File: src/rtl/reg_file_param.sv
// rtl/reg_file_param.sv - parametrised register file, one write port, two registered read ports
// Optional same-edge write forwarding and optional hardwired-zero entry 0.
module reg_file_param #(
    parameter int DW      = 16,
    parameter int AW      = 2,
    parameter int BYPASS  = 1,
    parameter int ZERO_R0 = 0
) (
    input  logic          clk,
    input  logic          rst,
    input  logic          we,
    input  logic [AW-1:0] waddr,
    input  logic [DW-1:0] wdata,
    input  logic          en_in,
    input  logic [AW-1:0] rd,
    input  logic [AW-1:0] rs,
    output logic          en_out,
    output logic [DW-1:0] rd_q,
    output logic [DW-1:0] rs_q
);

    localparam int DEPTH = 1 << AW;

    logic [DW-1:0] mem_q [DEPTH];
    logic [DW-1:0] rd_d;
    logic [DW-1:0] rs_d;
    logic          wr_ok;

    // A write to the hardwired-zero entry is dropped, so it never needs masking on store.
    assign wr_ok = we && !((ZERO_R0 != 0) && (waddr == '0));

    always_comb begin
        rd_d = mem_q[rd];
        if ((BYPASS != 0) && we && (waddr == rd)) begin
            rd_d = wdata;
        end
        if ((ZERO_R0 != 0) && (rd == '0)) begin
            rd_d = '0;
        end
    end

    always_comb begin
        rs_d = mem_q[rs];
        if ((BYPASS != 0) && we && (waddr == rs)) begin
            rs_d = wdata;
        end
        if ((ZERO_R0 != 0) && (rs == '0)) begin
            rs_d = '0;
        end
    end

    always_ff @(posedge clk or negedge rst) begin
        if (!rst) begin
            for (int i = 0; i < DEPTH; i++) begin
                mem_q[i] <= '0;
            end
        end else if (wr_ok) begin
            mem_q[waddr] <= wdata;
        end
    end

    // Read data holds its last value while no request is made.
    always_ff @(posedge clk or negedge rst) begin
        if (!rst) begin
            en_out <= 1'b0;
            rd_q   <= '0;
            rs_q   <= '0;
        end else begin
            en_out <= en_in;
            if (en_in) begin
                rd_q <= rd_d;
                rs_q <= rs_d;
            end
        end
    end

endmodule
File: config.mk
export PLATFORM = sky130hd
export DESIGN_NAME = reg_file_param
export DESIGN_NICKNAME = d
export VERILOG_FILES = /design/src/rtl/reg_file_param.sv
export SDC_FILE = /design/constraint.sdc
export NUM_CORES = 1
export LEC_CHECK = 0
export CAP_MARGIN = 20
export CORE_ASPECT_RATIO = 1.5
export CORE_MARGIN = 2
export CORE_UTILIZATION = 40
export CTS_BUF_LIST = sky130_fd_sc_hd__clkbuf_2
export CTS_CLUSTER_DIAMETER = 50
export CTS_CLUSTER_SIZE = 10
export DETAILED_ROUTE_END_ITERATION = 10
export DONT_BUFFER_PORTS = 1
export PLACE_DENSITY_LB_ADDON = 0.25
export SETUP_SLACK_MARGIN = 0.5
export SKIP_CTS_REPAIR_TIMING = 1
export SLEW_MARGIN = 20
export SYNTH_ARGS = -nofsm -noshare
export SYNTH_HDL_FRONTEND = slang
export SYNTH_SLANG_ARGS = --single-unit
File: constraint.sdc
create_clock -name clk -period 1.3 [get_ports clk]
set_input_delay 0.195 -clock clk [delete_from_list [all_inputs] [get_ports clk]]
set_output_delay 0.195 -clock clk [all_outputs]
set_load 0.05 [all_outputs]
==> flow_metrics.env <==
export IMPL_synth_nets=321
export IMPL_start_util=0.4114
export IMPL_numCtsBuffers=9
export IMPL_rsz0062_at_grt="yes"
export IMPL_ys_types=20
export IMPL_dpl_hpwl_um=6886
export IMPL_cap_violations=0
export IMPL_cp_arrival_ns=1.21
export IMPL_p_leak_uw=0.002550
export IMPL_yosys_area_top_type="dfrtp_1"
export IMPL_dr_total_vias=2908
export IMPL_ios=59
export IMPL_cts_max_level=3
export IMPL_finalHoldViolations=129
export IMPL_synthTopCellsByArea="dfrtp_1 51%, mux2_2 14%, mux4_1 12%, a221o_1 6.7%, mux4_2 4.7%"
export IMPL_gp_congestion=0.7045
export IMPL_drc=0
export IMPL_powerDensity_nw_per_um2=1456
export IMPL_cts_buffer_depth=2
export IMPL_grt_max_degree=98
export IMPL_drt_initial_drc_count=141
export IMPL_p_sw_frac=0.3394
export IMPL_cts_clk_slew_worst_paths_ns=0.26
export IMPL_finClkSkew_ns=0.01527
export IMPL_nFillCells=1015
export IMPL_dieHeight_um=137.7
export IMPL_routedWlPerCell_um=22.75
export IMPL_switching_power_uw=2843
export IMPL_violations="hold timing, setup timing"
export IMPL_crit_chain="buf_6"
export IMPL_syn_avg_cell_area_um2=16.16
export IMPL_area_delta_synth_final_pct=20.62
export IMPL_finalPower_uw=8376
export IMPL_cp_num_buf_inv=1
export IMPL_min_period_ns=1.403
export IMPL_synth_cells=295
export IMPL_max_slew_margin=0.7314
export IMPL_die_area_um2=12830
export IMPL_final_util=0.4962
export IMPL_internal_power_uw=5533
export IMPL_fp_coreArea_um2=11590
export IMPL_min_period_over_period=1.079
export IMPL_port_buffers=0
export IMPL_cp_required_ns=1.11
export IMPL_netlist_area_um2=4768
export IMPL_via_per_inst=5.702
export IMPL_grt_util_all_layers=0.1802
export IMPL_synth_top_area_share=0.5091
export IMPL_multi_input_area_um2=2293
export IMPL_setup_viol=40
export IMPL_synth_seq_area_share=0.5091
export IMPL_final_cell_mix="96 x dfrtp_1, 47 x mux2_4, 33 x buf_6"
export IMPL_layout_commonest_cell="dfrtp_1"
export IMPL_clock_sinks=97
export IMPL_overflow=0
export IMPL_grt_pass1_vias=3030
export IMPL_power_frac_comb=0.359
export IMPL_grt_pass1_wl_um=16930
export IMPL_path_class="reg -> out"
export IMPL_rows=48
export IMPL_end_kind="primary output"
export IMPL_setup_tns_final_ns=-2.312
export IMPL_peakVddDrop_uv=724.0
export IMPL_n_antenna_cell=0
export IMPL_max_freq_mhz=712.6
export IMPL_power_frac_seq=0.487
export IMPL_finalMaxSlewViolations=0
export IMPL_drt_total_wl_um=11600
export IMPL_path_max_fanout=2
export IMPL_worst_slew_pin_slew_ns=0.4029
export IMPL_cp_start_kind="flip-flop"
export IMPL_status="complete, but fails checks"
export IMPL_die_w_um=93.15
export IMPL_layout_setup_ws_ns=-0.1032
export IMPL_yosysWarnings=0
export IMPL_antenna_found_initial=0
export IMPL_cts_root_buf="clkbuf_2"
export IMPL_hold_path_class="in -> async"
export IMPL_dr_pass1_iters=4
export IMPL_ys_seq_elements=97
export IMPL_slowest_delay_ns=0.48
export IMPL_clk_latency_ns=0.56
export IMPL_ant_nets=0
export IMPL_critPathTopFamily="flip-flops"
export IMPL_layout_drive_gt1_share=0.4861
export IMPL_clkPwrFrac=0.154
export IMPL_fin_nets=381
export IMPL_hold_slack_ns=-0.7269
export IMPL_ff_latch_area_um2=2429
export IMPL_cts_tree="built"
export IMPL_slowest_stage="dfrtp_1"
-- state kept, by name, summed over array words and instances (netlist names) --
signal,cells
en_out,1
mem_q,64
rd_q,16
rs_q,16
-- layout make-up --
cell class,instances,share of cell area
Timing Repair Buffer,73,0.1307
Inverter,1,0.0006526
Clock buffer,11,0.009571
Sequential cell,97,0.4222
Multi-Input combinational cell,173,0.3987
Clock inverter,5,0.005438
Tap cell,150,0.03263
-- worst reg2reg max path, delay by kind of cell (launching register included) --
| kind | cells | cell delay [ns] |
|---|---|---|
| mux | 1 | 0.47 |
| compound gates | 1 | 0.31 |
| flops | 1 | 0.46 |
-- metal layers --
| layer | global-route usage | up-vias | part of all wire |
|---|---|---|---|
| li1 | - | 1265 | - |
| met1 | 0.2115 | 1562 | 0.41 |
| met2 | 0.3265 | 74 | 0.55 |
| met3 | 0.03611 | 7 | 0.033 |
| met4 | 0.06373 | 0 | 0.0091 |
| met5 | 0 | - | 0 |
-- cell families after synthesis --
logic type | share of synthesized area
AO/OA/AOI/OAI | 0.07242
multiplexers | 0.3196
AND/OR/NAND/NOR | 0.05326
buffers and inverters | 0.03831
flip-flops | 0.5091
XOR/XNOR | 0.007346
-- synthesized netlist by cell type --
master and n:
buf_6 6, and3b_1 2, nand3_1 1, mux2_2 60, a221o_1 32, nand2_1 1
nor2b_1 32, mux4_2 10, mux4_1 22, inv_1 1, dfrtp_1 97, nor3b_2 1
xnor2_1 4, clkbuf_1 5, buf_2 7, nand3b_1 2, buf_12 1, a31oi_2 2
mux2_1 4, buf_4 5
-- metrics by stage --
stage          hold slack, ns  instance area, um2  cells  worst slack (ns)
2_1_floorplan         -0.1006                4918    295          -0.03338
3_3_place_gp         -0.09686                5200    467           0.01207
3_5_place_dp         -0.09766                5200    467          -0.01942
4_1_cts               -0.7793                5286    483           -0.2021
5_1_grt               -0.7947                5752    510           -0.1930
6_report              -0.7269                5752    510           -0.1032
-- power groups by stage --
stage / clock (uW) / sequential (uW) / combinational (uW)
finish: 1290 / 4080 / 3010
global route: 1430 / 4170 / 3170
CTS: 1340 / 4020 / 2570
global placement: 0 / 4030 / 2530
floorplan: 0 / 4750 / 1320
detailed placement: 0 / 4070 / 2570
-- path summary, 6_finish.rpt --
| path | start | endpoint | slack [ns] | cells after the start |
|---|---|---|---|---|
| max | rs_q[7] | rs_q[7] | -0.10 | 1 |
| min | rst | mem_q[31] | -0.73 | 0 |
| max reg2reg | mem_q[62] | rs_q[14] | -0.04 | 2 |
| min reg2reg | mem_q[18] | mem_q[18] | 0.56 | 1 |
| max in group asynchronous | rst | rs_q[14] | 1.87 | 0 |
| min in group clk | rd[1] | rd_q[1] | -0.08 | 2 |
Power figures use the tool's default switching activity.
